<file path="src/rtl/cofactor_row_sequencer.sv">
// Row sequencer feeding the cofactor control unit.
// Holds one stabilizer tableau (num_qubit rows of literals plus a phase vector).
// A pass streams the rows out one per cycle, waits P_GAP idle cycles, then strobes valid_P.
// The num_qubit result rows that come back overwrite the buffer, so the next gate can
// restart from it without a reload.
module cofactor_row_sequencer #(
  parameter int num_qubit = 3,
  parameter int P_GAP     = 1
) (
  input  logic                        clk,
  input  logic                        rst,
  input  logic                        valid_load,
  input  logic [2*num_qubit-1:0]      literals_load,
  input  logic [(1<<num_qubit)-1:0]   phase_load,
  input  logic                        start,
  output logic                        valid_in,
  output logic [2*num_qubit-1:0]      literals_in,
  output logic [(1<<num_qubit)-1:0]   phase_in,
  output logic                        valid_P,
  input  logic                        valid_out,
  input  logic [2*num_qubit-1:0]      literals_out,
  input  logic [(1<<num_qubit)-1:0]   phase_out,
  output logic                        full,
  output logic                        busy,
  output logic                        done,
  output logic                        load_err
);

  localparam int LW = 2 * num_qubit;
  localparam int PHW = 1 << num_qubit;
  localparam int PW = $clog2(num_qubit + 1);
  localparam int IW = (num_qubit > 1) ? $clog2(num_qubit) : 1;

  localparam logic [PW-1:0] LAST_ROW = PW'(num_qubit - 1);
  localparam logic [PW-1:0] ROWS     = PW'(num_qubit);
  localparam logic [3:0]    GAP_LAST = 4'((P_GAP > 0) ? (P_GAP - 1) : 0);

  typedef enum logic [2:0] {
    S_LOAD,
    S_FULL,
    S_STREAM,
    S_GAP,
    S_PSTB,
    S_WAIT
  } state_t;

  state_t            state_q;
  logic [PW-1:0]     ptr_q;
  logic [3:0]        gap_q;
  logic              valid_in_q;
  logic [LW-1:0]     literals_in_q;
  logic [PHW-1:0]    phase_in_q;
  logic              valid_p_q;
  logic              full_q;
  logic              busy_q;
  logic              done_q;
  logic              load_err_q;

  // Tableau storage; contents are don't-care after reset, so no reset is applied.
  logic [LW-1:0]     lit_buf [num_qubit];
  logic [PHW-1:0]    ph_buf  [num_qubit];

  logic [IW-1:0]     row_idx_d;
  logic              load_we_d;
  logic              cap_we_d;

  // Buffer index and write enables derived from the current state.
  always_comb begin
    row_idx_d = ptr_q[IW-1:0];
    load_we_d = (state_q == S_LOAD) && valid_load;
    cap_we_d  = (state_q == S_WAIT) && valid_out;
  end

  // Row buffer: written by host loads in LOAD and by result captures in WAIT.
  always_ff @(posedge clk) begin
    if (load_we_d) begin
      lit_buf[row_idx_d] <= literals_load;
      ph_buf[row_idx_d]  <= phase_load;
    end else if (cap_we_d) begin
      lit_buf[row_idx_d] <= literals_out;
      ph_buf[row_idx_d]  <= phase_out;
    end
  end

  // Pass sequencer; every output is a register updated alongside the state.
  always_ff @(posedge clk or posedge rst) begin
    if (rst) begin
      state_q       <= S_LOAD;
      ptr_q         <= '0;
      gap_q         <= '0;
      valid_in_q    <= 1'b0;
      literals_in_q <= '0;
      phase_in_q    <= '0;
      valid_p_q     <= 1'b0;
      full_q        <= 1'b0;
      busy_q        <= 1'b0;
      done_q        <= 1'b0;
      load_err_q    <= 1'b0;
    end else begin
      done_q <= 1'b0;
      if (valid_load && (state_q != S_LOAD)) begin
        load_err_q <= 1'b1;
      end
      case (state_q)
        S_LOAD: begin
          if (start) begin
            load_err_q <= 1'b1;
          end
          if (valid_load) begin
            if (ptr_q == LAST_ROW) begin
              state_q <= S_FULL;
              ptr_q   <= '0;
              full_q  <= 1'b1;
            end else begin
              ptr_q <= ptr_q + PW'(1);
            end
          end
        end
        S_FULL: begin
          // Row 0 is presented straight from the accepting edge so the stream
          // starts one cycle after start is sampled.
          if (start) begin
            state_q       <= S_STREAM;
            full_q        <= 1'b0;
            busy_q        <= 1'b1;
            valid_in_q    <= 1'b1;
            literals_in_q <= lit_buf[0];
            phase_in_q    <= ph_buf[0];
            ptr_q         <= PW'(1);
          end
        end
        S_STREAM: begin
          if (ptr_q == ROWS) begin
            valid_in_q    <= 1'b0;
            literals_in_q <= '0;
            phase_in_q    <= '0;
            ptr_q         <= '0;
            gap_q         <= '0;
            if (P_GAP > 0) begin
              state_q <= S_GAP;
            end else begin
              state_q   <= S_PSTB;
              valid_p_q <= 1'b1;
            end
          end else begin
            literals_in_q <= lit_buf[row_idx_d];
            phase_in_q    <= ph_buf[row_idx_d];
            ptr_q         <= ptr_q + PW'(1);
          end
        end
        S_GAP: begin
          if (gap_q == GAP_LAST) begin
            state_q   <= S_PSTB;
            valid_p_q <= 1'b1;
            gap_q     <= '0;
          end else begin
            gap_q <= gap_q + 4'd1;
          end
        end
        S_PSTB: begin
          valid_p_q <= 1'b0;
          state_q   <= S_WAIT;
        end
        S_WAIT: begin
          if (valid_out) begin
            if (ptr_q == LAST_ROW) begin
              state_q <= S_FULL;
              ptr_q   <= '0;
              full_q  <= 1'b1;
              busy_q  <= 1'b0;
              done_q  <= 1'b1;
            end else begin
              ptr_q <= ptr_q + PW'(1);
            end
          end
        end
        default: begin
          state_q <= S_LOAD;
          ptr_q   <= '0;
        end
      endcase
    end
  end

  // Output ports are the registered values.
  always_comb begin
    valid_in    = valid_in_q;
    literals_in = literals_in_q;
    phase_in    = phase_in_q;
    valid_P     = valid_p_q;
    full        = full_q;
    busy        = busy_q;
    done        = done_q;
    load_err    = load_err_q;
  end

endmodule
</file>
<file path="config.mk">
export PLATFORM = sky130hd
export DESIGN_NAME = cofactor_row_sequencer
export DESIGN_NICKNAME = d
export VERILOG_FILES = /design/src/rtl/cofactor_row_sequencer.sv
export SDC_FILE = /design/constraint.sdc
export NUM_CORES = 1
export LEC_CHECK = 0
export CORE_MARGIN = 2
export CORE_UTILIZATION = 53
export CTS_CLUSTER_DIAMETER = 40
export DETAILED_ROUTE_END_ITERATION = 10
export GPL_TIMING_DRIVEN = 0
export PLACE_DENSITY = 0.79
export SYNTH_ARGS = -nofsm -noshare
export SYNTH_HDL_FRONTEND = slang
export SYNTH_SLANG_ARGS = --single-unit
</file>
<file path="constraint.sdc">
create_clock -name clk -period 2.4 [get_ports clk]
set_clock_uncertainty 0.05 [all_clocks]
set_input_delay 0.48 -clock clk [delete_from_list [all_inputs] [get_ports clk]]
set_output_delay 0.48 -clock clk [all_outputs]
set_load 0.1 [all_outputs]
</file>
==> results.cfg <==
[timing]
grt_setup_unrepaired = no
fin_crit_sh_pct = 98.5
drv_slew = 0
setup_viol = 0
fin_ws_ns = 0.0362
timing.final.hold_violations = 0
period_minus_slack_ns = 2.36
fmax_mhz = 423
tightest_slew_ns = 0.990
maxSlewHeadroom_pct = 33.9

[setup_path]
crit_path_max_fanout = 2
ff2ff_path_depth = 4
path_cells = clkdlybuf4s50_1
worstSetupStartpointType = flop
path_depth = 1
critPathBufInv = 1
rr_endpoint = ph_buf[0][1]$_DFFE_PP_
critPathCaptureType = output port
required_ns = 1.87
crit_family = buffers and inverters
r2r_start = state_q[0]$_DFFE_PP0P_
rrSetupSlack_ns = 0.20
slowest_stage = clkdlybuf4s50_1
worstSetupPathType = flop to output port
cp.arrival_ns = 1.83
critPathMaxStageDelay_ns = 1.13

[detailed_routing]
wl_met3_um = 234
wl_met2_um = 3730
vias_per_cell = 5.72
top_layer_used = met4
vias = 2278
wl_per_cell_um = 17.8
m1WireLength_um = 2980
dr.pass1.iters = 4
antenna_left = 0
drcViolationCount = 0
initialDrtViolationCount = 182
routed_wl_um = 7090

[logic_synthesis]
syn_avg_cell_area_sq_um = 13.2
syn_nets = 294
ys_warn_count = 0
yosysTopAreaCellShare_pct = 37.7
yosysTopAreaCell = edfxtp_1
ys_ff_latch = 71
synth.area.top_cells = edfxtp_1 38%, dfrtp_1 22%, mux2i_1 9.0%
synth_ff_type = edfxtp_1
synth_edf_count = 42
synth-async-reset-ratio_pct = 40.8
syn-cell-area_sq_mm = 0.00334
synth-seq-area-share_pct = 59.4
syn_inst = 254
ys_types = 41

[global_routing]
grt_pass1_wl_um = 11200
grt_use_total_pct = 21.2
grt_pass1_vias = 2279
overflow = 0
grt_max_degree = 30
antenna_found_initial = 0

[cts]
postCtsSetupBuffers = 0
cts_tree = done
holdBufCountCts = 0
htree_levels = 3
root_buffer = clkbuf_8
cts_sinks = 71
cts_buffers = 9
clk_path_buf_depth = 2
path_clk_slew_ns = 0.08
clk_latency_ns = 0.35

[hold_path]
hold_path.class = input pin to asynchronous set/reset pin

[place]
portBuffers = 52
place_congestion = 0.836
placed_cell_area_sq_mm = 0.00396
hpwl_um = 4600
post-place-ws_ns = -0.386

[cells_and_area]
final_net_count = 358
synthToLayoutAreaGrowth_pct = 25.7
n_antenna_cell = 0
final_common_cell = edfxtp_1
final_cell_area_sq_mm = 0.00421
final_layout_size_suffix_gt1_share_pct = 18.0
final_cell_mix = 42 x edfxtp_1, 36 x clkdlybuf4s50_1, 30 x mux2i_1, 29 x dfrtp_1

[floorplan]
core.rowCount = 28
fp.dieW_um = 83.4
dieHeight_um = 83.4
die_area_sq_mm = 0.00696
io_pins = 53
core_sq_mm = 0.00603
start_util_pct = 55.5

[power]
p_per_area_mw_per_mm2 = 1340
p_leak_uw = 0.00172
ir_worst_vdd_mv = 0.823

[flow_run]
drv_cap = 0

[status]
outcome = complete, no violations
## layer usage
metal  global-route usage (%)  vias up
met4                     8.36        0
met2                     36.8       64
met3                     5.37       13
li1                         -     1074
met1                     25.2     1127
met5                        0        -
## through the flow
step           hold WS, ns  cells  setup TNS (ns)  total power (uW)  utilization [%]
3_5_place_dp         0.407    381          -14.91              4700             65.7
6_report             0.359    398               0              5630             69.8
4_1_cts              0.433    397               0              5640             68.9
2_1_floorplan        0.403    254               0              4000                -
3_3_place_gp         0.401    381          -13.64              4640             65.7
5_1_grt              0.384    398               0              5880             69.8
## cell families after synthesis
family                   after synthesis  share of synthesized area, %
multiplexers                          45                          14.0
flip-flops                            71                          59.4
adder cells (fa/ha/maj)                7                          2.62
AO/OA/AOI/OAI                         55                          11.6
buffers and inverters                 24                          4.15
AND/OR/NAND/NOR                       52                          8.19
## worst register-to-register path: cells and delay by family (launching register included)
| family | cells | cell delay, ns |
|---|---|---|
| simple gates | 2 | 0.70 |
| compound gates | 1 | 0.52 |
| flops | 1 | 0.40 |
| buf+inv | 1 | 0.18 |
## repair_timing
| item | 4_1_cts | 5_1_grt |
|---|---|---|
| gates resized for setup | 8 | 11 |
| setup endpoints to repair | 21 | 37 |
| hold endpoints to repair | 0 | 0 |
| gates cloned | 0 | 0 |
## sequential cells by signal (all words and copies together) (netlist names)
name         cells
busy             1
ptr_q            2
lit_buf         18
valid_P          1
load_err         1
done             1
state_q          3
phase_in         8
full             1
valid_in         1
literals_in      6
gap_q            4
ph_buf          24
## power breakdown
part           internal, uW  switching [uW]  total [uW]
Sequential             1620             146        1760
Clock                   491             494         985
Combinational           880            2010        2890
## Yosys cell counts, types with 2 or more instances
library cell	n
mux2i_1	30
mux2_2	15
clkbuf_1	5
a21oi_1	5
dfrtp_1	29
nor2b_1	4
buf_4	2
inv_1	7
nand2_1	22
and3_1	2
ha_1	7
o22ai_1	7
o22ai_2	8
nor2_1	6
nor3_1	2
a31oi_1	2
buf_2	5
and2_1	5
nand3_1	2
nand2b_1	2
o21ai_0	22
buf_6	3
nor3b_1	3
edfxtp_1	42
## worst max-delay path by stage
stage | slack, ns | start | endpoint
6_report | 0.04 | literals_in[3]$_DFFE_PP0P_ | literals_in[3]
5_1_grt | 0.009 | load_err$_DFF_PP0_ | load_err
4_1_cts | 0.001 | full$_DFFE_PP0P_ | full
3_5_place_dp | -0.39 | valid_load | ph_buf[0][4]$_DFFE_PP_
3_3_place_gp | -0.36 | valid_load | ph_buf[0][4]$_DFFE_PP_
2_1_floorplan | 0.48 | state_q[0]$_DFFE_PP0P_ | lit_buf[2][0]$_DFFE_PP_
## cell type report
type / instances / area, sq um
flip-flops and latches: 71 / 1990
fillers: 440 / 1820
multi-input cells: 159 / 1220
repair buffers: 53 / 562
clock buffers: 9 / 124
plain buffers: 17 / 113
well taps: 75 / 93.8
clock inverters: 7 / 77.6
inverters: 7 / 26.3
Power figures use the tool's default switching activity.
